$ cat config.mk
export PLATFORM = sky130hd
export DESIGN_NAME = booth2_mul_seq_ctrl
export DESIGN_NICKNAME = d
export VERILOG_FILES = /design/src/rtl/booth2_mul_pkg.sv /design/src/rtl/booth2_mul_cmp42.sv /design/src/rtl/booth2_mul_csa_row.sv /design/src/rtl/booth2_mul_seq_ctrl.sv
export SDC_FILE = /design/constraint.sdc
export NUM_CORES = 1
export LEC_CHECK = 0
export ABC_CLOCK_PERIOD_IN_PS = 5200
export BUFFER_PORTS_ARGS = -buffer_cell sky130_fd_sc_hd__buf_2
export CAP_MARGIN = 25
export CORE_MARGIN = 5
export CORE_UTILIZATION = 60
export CTS_CLUSTER_SIZE = 25
export DETAILED_ROUTE_END_ITERATION = 8
export MAX_ROUTING_LAYER = met4
export PLACE_DENSITY = 0.79
export SETUP_SLACK_MARGIN = 0.5
export SYNTH_ARGS = -nofsm -noshare
export SYNTH_HDL_FRONTEND = slang
export SYNTH_SLANG_ARGS = --single-unit
$ cat constraint.sdc
create_clock -name clk -period 5.2 [get_ports clk]
set_input_delay 1.04 -clock clk [delete_from_list [all_inputs] [get_ports clk]]
set_output_delay 1.04 -clock clk [all_outputs]
set_load 0.02 [all_outputs]
$ cat src/rtl/booth2_mul_pkg.sv
// rtl/booth2_mul_pkg.sv - shared types and Booth digit encoder for the sequential radix-4 multiplier
package booth2_mul_pkg;

    localparam int DATA_W_DEF = 32;

    typedef enum logic [1:0] {
        IDLE,
        COMP,
        ADD,
        DONE
    } state_t;

    typedef enum logic [2:0] {
        ZERO,
        POS1,
        POS2,
        NEG1,
        NEG2
    } booth_t;

    // Radix-4 Booth recoding of the triplet {b[2k+1], b[2k], b[2k-1]}.
    function automatic booth_t booth_encode(input logic [2:0] bits);
        booth_t code;
        case (bits)
            3'b001, 3'b010: code = POS1;
            3'b011:         code = POS2;
            3'b100:         code = NEG2;
            3'b101, 3'b110: code = NEG1;
            default:        code = ZERO;
        endcase
        return code;
    endfunction

endpackage

$ cat src/rtl/booth2_mul_cmp42.sv
// rtl/booth2_mul_cmp42.sv - single-bit 4-to-2 compressor cell
// Ports:
//   x0..x3  in   four equal-weight input bits
//   cin     in   lateral carry from the column one bit lower
//   sum     out  weight-1 result bit
//   carry   out  weight-2 result bit
//   cout    out  weight-2 lateral carry to the next column (independent of cin)
module booth2_mul_cmp42 (
    input  logic x0,
    input  logic x1,
    input  logic x2,
    input  logic x3,
    input  logic cin,
    output logic sum,
    output logic carry,
    output logic cout
);

    logic t;

    // First full adder folds x0..x2; its carry leaves sideways so cin never
    // depends on cout and the row has no ripple path.
    assign t     = x0 ^ x1 ^ x2;
    assign cout  = (x0 & x1) | (x0 & x2) | (x1 & x2);
    assign sum   = t ^ x3 ^ cin;
    assign carry = (t & x3) | (t & cin) | (x3 & cin);

endmodule

$ cat src/rtl/booth2_mul_csa_row.sv
// rtl/booth2_mul_csa_row.sv - one row of 4-to-2 compressors folding two partial products into sum/carry
// Ports:
//   s, c        in   current carry-save accumulator
//   pp0, pp1    in   two partial products for this iteration
//   new_s       out  next accumulator sum word
//   new_c       out  next accumulator carry word (bit 0 always zero)
module booth2_mul_csa_row #(
    parameter int W = 64
) (
    input  logic [W-1:0] s,
    input  logic [W-1:0] c,
    input  logic [W-1:0] pp0,
    input  logic [W-1:0] pp1,
    output logic [W-1:0] new_s,
    output logic [W-1:0] new_c
);

    logic [W:0]   chain;
    logic [W-1:0] carry;
    logic         cout_msb_unused;
    logic         carry_msb_unused;

    assign chain[0] = 1'b0;

    for (genvar j = 0; j < W; j++) begin : g_col
        booth2_mul_cmp42 u_cell (
            .x0    (s[j]),
            .x1    (c[j]),
            .x2    (pp0[j]),
            .x3    (pp1[j]),
            .cin   (chain[j]),
            .sum   (new_s[j]),
            .carry (carry[j]),
            .cout  (chain[j+1])
        );
    end

    // Carry bits shift up one column; anything leaving the MSB is dropped
    // (arithmetic is modulo 2^W).
    assign new_c            = {carry[W-2:0], 1'b0};
    assign cout_msb_unused  = chain[W];
    assign carry_msb_unused = carry[W-1];

endmodule

$ cat src/rtl/booth2_mul_seq_ctrl.sv
// rtl/booth2_mul_seq_ctrl.sv - sequencer for a multi-cycle signed radix-4 Booth multiplier
// Ports:
//   clk, rst_n         clock, synchronous active-low reset
//   in_vld/in_rdy      operand handshake; in_a multiplicand, in_b multiplier (signed)
//   out_vld/out_rdy    result handshake; out_p = in_a*in_b (signed, 2*DATA_W bits)
//   busy               high whenever a job is in flight
module booth2_mul_seq_ctrl
    import booth2_mul_pkg::*;
#(
    parameter int DATA_W = DATA_W_DEF
) (
    input  logic                  clk,
    input  logic                  rst_n,
    input  logic                  in_vld,
    output logic                  in_rdy,
    input  logic [DATA_W-1:0]     in_a,
    input  logic [DATA_W-1:0]     in_b,
    output logic                  out_vld,
    input  logic                  out_rdy,
    output logic [2*DATA_W-1:0]   out_p,
    output logic                  busy
);

    localparam int P_W    = 2 * DATA_W;
    localparam int ITER_N = DATA_W / 4;
    localparam int CNT_W  = $clog2(ITER_N);
    localparam int IDX_W  = $clog2(DATA_W + 1);
    localparam logic [CNT_W-1:0] LAST = CNT_W'(ITER_N - 1);

    state_t            state, next_state;
    logic [CNT_W-1:0]  cnt;
    logic [DATA_W-1:0] a_q, b_q;
    logic [P_W-1:0]    acc_s, acc_c;

    logic [DATA_W:0]   b_ext;
    logic [IDX_W-1:0]  idx0, idx1;
    booth_t            code0, code1;
    logic [P_W-1:0]    pp0, pp1;
    logic [P_W-1:0]    new_s, new_c;

    // Sign-extended multiple of a, negated in full product width so -2a of
    // the most negative operand cannot overflow, then weighted by 4^k.
    function automatic logic [P_W-1:0] gen_pp(input booth_t code,
                                              input logic [DATA_W-1:0] a,
                                              input logic [IDX_W-1:0] sh);
        logic [P_W-1:0] a_ext;
        logic [P_W-1:0] mag;
        a_ext = {{DATA_W{a[DATA_W-1]}}, a};
        case (code)
            POS1:    mag = a_ext;
            POS2:    mag = a_ext << 1;
            NEG1:    mag = -a_ext;
            NEG2:    mag = -(a_ext << 1);
            default: mag = '0;
        endcase
        return mag << sh;
    endfunction

    // b[-1] = 0 is the appended LSB; digit k then sits at b_ext[2k +: 3].
    // Iteration cnt handles digits 2*cnt and 2*cnt+1, i.e. bit offsets 4*cnt and 4*cnt+2.
    assign b_ext = {b_q, 1'b0};
    assign idx0  = IDX_W'({cnt, 2'b00});
    assign idx1  = idx0 + IDX_W'(2);
    assign code0 = booth_encode(b_ext[idx0 +: 3]);
    assign code1 = booth_encode(b_ext[idx1 +: 3]);
    assign pp0   = gen_pp(code0, a_q, idx0);
    assign pp1   = gen_pp(code1, a_q, idx1);

    booth2_mul_csa_row #(
        .W (P_W)
    ) u_csa_row (
        .s     (acc_s),
        .c     (acc_c),
        .pp0   (pp0),
        .pp1   (pp1),
        .new_s (new_s),
        .new_c (new_c)
    );

    always_ff @(posedge clk) begin
        if (!rst_n) begin
            state <= IDLE;
        end else begin
            state <= next_state;
        end
    end

    always_comb begin
        next_state = state;
        case (state)
            IDLE:    if (in_vld)      next_state = COMP;
            COMP:    if (cnt == LAST) next_state = ADD;
            ADD:                      next_state = DONE;
            DONE:    if (out_rdy)     next_state = IDLE;
            default:                  next_state = IDLE;
        endcase
    end

    assign in_rdy  = (state == IDLE);
    assign out_vld = (state == DONE);
    assign busy    = (state != IDLE);

    always_ff @(posedge clk) begin
        if (!rst_n) begin
            cnt   <= '0;
            a_q   <= '0;
            b_q   <= '0;
            acc_s <= '0;
            acc_c <= '0;
            out_p <= '0;
        end else begin
            case (state)
                IDLE: begin
                    if (in_vld) begin
                        a_q   <= in_a;
                        b_q   <= in_b;
                        acc_s <= '0;
                        acc_c <= '0;
                        cnt   <= '0;
                    end
                end
                COMP: begin
                    acc_s <= new_s;
                    acc_c <= new_c;
                    if (cnt != LAST) begin
                        cnt <= cnt + 1'b1;
                    end
                end
                ADD: begin
                    out_p <= acc_s + acc_c;
                end
                default: ;
            endcase
        end
    end

endmodule
# == Yosys cells after proc, flatten, opt, wreduce, memory -nomap -nowiden ==
# Index checks and enable logic that the tools add are counted.
# totals
reg_bits,261
in_bits,68
output_inout_bits,67
word_cells,951
# classes
addsub,5
n_eq_ne,29
n_shift,4
mux,14
bitwise_logic,881
n_reduce_logical,11
# op_table
operator,count
$pmux 64 s4,2
$and 1x1->1,376
$pmux 64 s2,2
$xor 1x1->1,255
$or 1x1->1,250
$neg 64->64,2
$add 64x64->64,1
$mux 64,1
$shl 64x5->64,1
$shl 64x6->64,1
$shiftx 33x6->3,1
$shiftx 33x7->3,1
$eq 3x3->1 const B,9
$eq 3x2->1 const B,8
$pmux 3 s4,2
$eq 3x1->1 const B,4
$pmux 2 s4,1
$reduce_or 2->1,4
$add 5x2->6 const B,1
$mux 2,3
$mux 3,2
$ne 2x2->1 const B,3
$pmux 3 s2,1
$reduce_and 3->1,2
8 further kinds,11

# == Logic depth before layout (Yosys ltp) ==
# depth
ltp_word,14
depth_mapped,22

# == Cells and area by module ==
# A second synthesis with hierarchy kept.
# unflattened
cells_unflattened,3230
hier_area_um2,24233.2
# modules_own_cells
module,instances,cells_each,area_each_um2
booth2_mul_seq_ctrl,1,2588,19737.7
booth2_mul_cmp42,64,10,70.1
booth2_mul_csa_row,1,2,11.3

# == Worst setup path after synthesis ==
# No wires, ideal clock.
# synth_timing
path_kind,reg2reg
from,reg a_q[0]
to,reg acc_s[37]
setup_time_ns,0.115
arrival_time_ns,4.412
path_slack_ns,0.673
stages_incl_launch_ff,20
n_path_buf,3
synth_period_minus_slack_ns,4.527
cell_sequence,dfxtp_1 clkbuf_1 inv_1 ha_1 or3b_2 clkbuf_1 or4_1 buf_2 nor3_4 nor3_1 a21oi_1 nor2_1 a221oi_2 mux2i_1 mux4_2 inv_1 fa_1 fa_1 o21ai_0 and2_1
# synth_via
elab_chain_cells,8
word_cells_on_any_way,14
cone_classes,add/sub: 2; shift: 2; mux: 3; bitwise: 7
# synth_lines
element,line,text
from (decl),booth2_mul_seq_ctrl.sv:32,"logic [DATA_W-1:0] a_q, b_q;"
from (signal assigned),booth2_mul_seq_ctrl.sv:115,a_q <= in_a;
"$neg 64->64, on equally long branches","booth2_mul_seq_ctrl.sv:52, booth2_mul_seq_ctrl.sv:53",
$pmux 64 s4,booth2_mul_seq_ctrl.sv:49,case (code)
$shl 64x5->64,booth2_mul_seq_ctrl.sv:56,return mag << sh;
$and 1x1->1,booth2_mul_cmp42.sv:24,assign cout = (x0 & x1) | (x0 & x2) | (x1 & x2);
$or 1x1->1 (2 in a row),booth2_mul_cmp42.sv:24,
$xor 1x1->1 *,booth2_mul_cmp42.sv:25,assign sum = t ^ x3 ^ cin;
$pmux 64 s2 *,booth2_mul_seq_ctrl.sv:112,case (state)
to (signal assigned),booth2_mul_seq_ctrl.sv:123,acc_s <= new_s;
to (decl),booth2_mul_seq_ctrl.sv:33,"logic [P_W-1:0] acc_s, acc_c;"
# Every way passes the cells marked *; elsewhere a longest branch is shown, timed or not.
# A chain may end at the register's enable or synchronous reset.

# == Worst setup path in the final report ==
# layout_timing
from,reg cnt[0]
to,reg acc_s[39]
# layout_via
elab_chain_cells,12
word_cells_on_any_way,41
cone_classes,add/sub: 1; eq/ne: 20; shift: 4; mux: 5; bitwise: 7; reduce/logical: 4
# layout_lines
element,line,text
from (decl),booth2_mul_seq_ctrl.sv:31,logic [CNT_W-1:0] cnt;
from (signal assigned),booth2_mul_seq_ctrl.sv:126,cnt <= cnt + 1'b1;
"parallel branches: the longest is 10 deep, another holds $add 5x2->6",--,
$xor 1x1->1 *,booth2_mul_cmp42.sv:25,
$pmux 64 s2 *,booth2_mul_seq_ctrl.sv:112,
# Mark *: on every way between the ends.

==> results.cfg <==
[cells_and_area]
antenna_cells = 0
fraction_of_final_layout_cells_sized_beyond_drive_strength_1 = 0.1775
final_util = 0.7090
flow.area_growth_from_synthesis_pct = 16.18
nets = 3368

[min_path]
min_to = out_p[40]
timing.hold.worst.class = reg2reg
hold_path_start = out_p[40]
whs_path_depth = 2

[worst_setup_path]
critPathKind = reg2reg
worst_r2r_endpoint = acc_s[39]
critical_path_peak_fanout = 22
worst_setup_path_start_kind = register
worstReg2RegStart = cnt[0]
ff2ff_path_depth = 14
timing.critical_path.arrival_ps = 5150
r2r_setup_slack_ps = 540
timing.critical_path.required_ps = 5690
timing.critical_path.to_type = register

[synth]
seq_area_frac_synth = 0.2310
syn_inst = 2957
combinational_family_with_the_most_area_after_synthesis = compound AO/OA/AOI/OAI gates
synth_area_leader_cell = sky130_fd_sc_hd__dfxtp_1
synth_area_sq_um = 22450
synth_compound_area_frac = 0.2453
post_synth.cell_area_avg_sq_um = 7.592
synthMuxAreaShare = 0.06549
yosysWarningCount = 0
flip_flop_and_latch_count_after_synthesis = 259
synth_most_common_cell = sky130_fd_sc_hd__nand2_1
synth_enable_flop_cells = 0
post_synthesis_net_count = 3220
async_flop_share = 0
yosys.area_share.adder = 0.1498
yosys.area_share.xor_xnor = 0.04252
synth_top_cell_area_share = 0.2310
post_synth_cell_types = 96
synthTopCellsByArea = sky130_fd_sc_hd__dfxtp_1 (23%), sky130_fd_sc_hd__fa_1 (11%), sky130_fd_sc_hd__nand2_1 (6.5%)
synth-simple-area-share = 0.1987
netlist_top_cells_count = sky130_fd_sc_hd__nand2_1 (386), sky130_fd_sc_hd__nor2_1 (364), sky130_fd_sc_hd__a21oi_1 (267)
synth_top_flop_cell = sky130_fd_sc_hd__dfxtp_1

[die]
pin_count = 135
dieWidth_um = 203.4
initial_utilization = 0.6103
dieArea_sq_um = 41390
chipHeight_um = 203.4
core_region_area_sq_um = 36790
rows = 70

[routing]
drt-total-wl_um = 81850
drt_iter0_markers = 2878
final_routed_wire_length_divided_by_cell_count_um = 22.77
via_per_inst = 6.486
route.detailed.drc = 0
vias_after_detailed_routing = 23310
drtAntennaViolNets = 0
drt_pre_antenna_iters = 7

[sta]
final.setup.tns_ps = 0
maxSlewViolCount = 0
worst_slew_pin_slew_ps = 1061
finalClockSkew_ps = 17.30
worst_slew_margin_rel = 0.2835
rsz_0062_raised_after_global_routing = true
max_freq_mhz = 214.6
fin_ws_ps = 539.9
finalHoldViolations = 0
final_min_period_over_clock_period = 0.8962
setup_viol_count_final = 0
final.min_clock_period_ps = 4660

[place]
replace_congestion = 1.075
place.port_buffers = 134
post_dp_hpwl_um = 61440
pre_cts_slack_ps = 151.5

[clock_network]
cts.sink_count = 259
cts_tree = built
clk_path_buf_depth = 3
insertion_delay_ps = 600
path_clk_slew_ps = 60
htree_num_levels = 1
cts_buffers = 30
cts_root_buf = sky130_fd_sc_hd__clkbuf_16

[pwr]
power.density_nw_per_um2 = 487.7
irDropWorstVdd_uv = 444.4
power.leakage_nw = 10.04

[global_routing]
grt_pass1_wl_um = 127800
maximum_number_of_pins_on_one_net_before_global_route_repair = 82
vias_in_the_first_global_route = 22527
globalRoute.totalOverflow = 0
initial_antenna_violation_count = 0
grt_use_total = 0.3937

[status]
outcome = finished, final reports clean

[run]
cap_violations = 0
-- cell type report --
| type | count | area [sq um] |
|---|---|---|
| multi-input combinational | 2315 | 16280 |
| fill | 2901 | 10700 |
| sequential | 259 | 5201 |
| timing repair buffer | 335 | 2395 |
| clock buffer | 41 | 852.1 |
| inverter | 164 | 621.8 |
| tap | 468 | 585.6 |
| clock inverter | 12 | 151.4 |
-- how the worst max path moves through the flow --
stage                  from  cells after the start   endpoint
floorplan            a_q[0]                     19  acc_s[37]
global placement    a_q[10]                     16  acc_s[49]
detailed placement   a_q[1]                     16  acc_s[45]
CTS                  a_q[1]                     17  acc_s[45]
global route         cnt[0]                     15  acc_s[42]
finish               cnt[0]                     14  acc_s[39]
-- where the power goes --
| group | switching [mW] | leakage [nW] | internal [mW] |
|---|---|---|---|
| clock | 0.902 | 0.475 | 1.25 |
| sequential | 0.300 | 2.10 | 2.26 |
| combinational | 5.01 | 7.46 | 3.00 |
-- metal layers --
| metal | part of all wire | routed length (um) | GRT usage |
|---|---|---|---|
| met1 | 0.39 | 31930 | 0.5082 |
| met2 | 0.46 | 37410 | 0.6187 |
| met4 | 0.059 | 4836 | 0.1747 |
| met3 | 0.094 | 7672 | 0.05899 |
| met5 | 0 | 0 | - |
-- stage by stage --
stage / instances / area, sq um / hold WS, ps / total power, mW
3_3_place_gp: 3509 / 24250 / 428.7 / 9.644
6_report: 3594 / 26080 / 445.3 / 12.72
5_1_grt: 3594 / 26080 / 466.6 / 13.45
3_5_place_dp: 3510 / 24260 / 436.8 / 9.805
2_1_floorplan: 2957 / 22450 / 433.2 / 7.190
4_1_cts: 3570 / 25450 / 449.6 / 12.14
-- kinds of logic (layout without fill, tap and decap cells) --
| family | after synthesis | in the layout |
|---|---|---|
| adders and majority gates | 195 | 195 |
| AOI/OAI and AO/OA | 878 | 878 |
| muxes | 124 | 124 |
| and+or+nand+nor | 1009 | 1009 |
| xor gates and xnor gates | 109 | 109 |
| DFF | 259 | 259 |
| buffers and inverters | 383 | 552 |
-- state kept, by name (all words and copies together) (netlist names) --
name,flops
acc_s,64
acc_c,62
b_q,32
cnt,3
state,2
out_p,64
a_q,32
-- critical path: stages (launching register included) --
cell and delay (ps):
sky130_fd_sc_hd__dfxtp_4 450, sky130_fd_sc_hd__mux4_2 580, sky130_fd_sc_hd__mux2i_4 200, sky130_fd_sc_hd__buf_12 210, sky130_fd_sc_hd__nand3_1 110, sky130_fd_sc_hd__buf_6 190
sky130_fd_sc_hd__or3_1 380, sky130_fd_sc_hd__o211ai_1 210, sky130_fd_sc_hd__nor2_1 140, sky130_fd_sc_hd__a21o_1 270, sky130_fd_sc_hd__mux4_2 530, sky130_fd_sc_hd__fa_1 480
sky130_fd_sc_hd__fa_1 530, sky130_fd_sc_hd__o21ai_0 70, sky130_fd_sc_hd__and2_1 180
-- layout by cell type (no fill, tap or decap), drive strengths merged, types with 48 or more instances in the layout --
cell type  Yosys  final
nor3          48     48
xnor2         72     72
mux2i         82     82
a21boi        66     66
ha            72     72
dfxtp        259    259
a21oi        269    269
o21ai        231    231
nor2         368    368
and2          65     65
inv          161    162
fa           123    123
buf           50    332
nand2        387    387
a21o          59     59
-- timing repair --
item,in CTS,in global routing
setup buffers,6,21
hold buffers,0,0
endpoints found under the setup margin,38,78
resized for setup,25,104
cloned,1,1
pin swaps,5,49
Note: power is estimated with default switching activity, not from simulation.
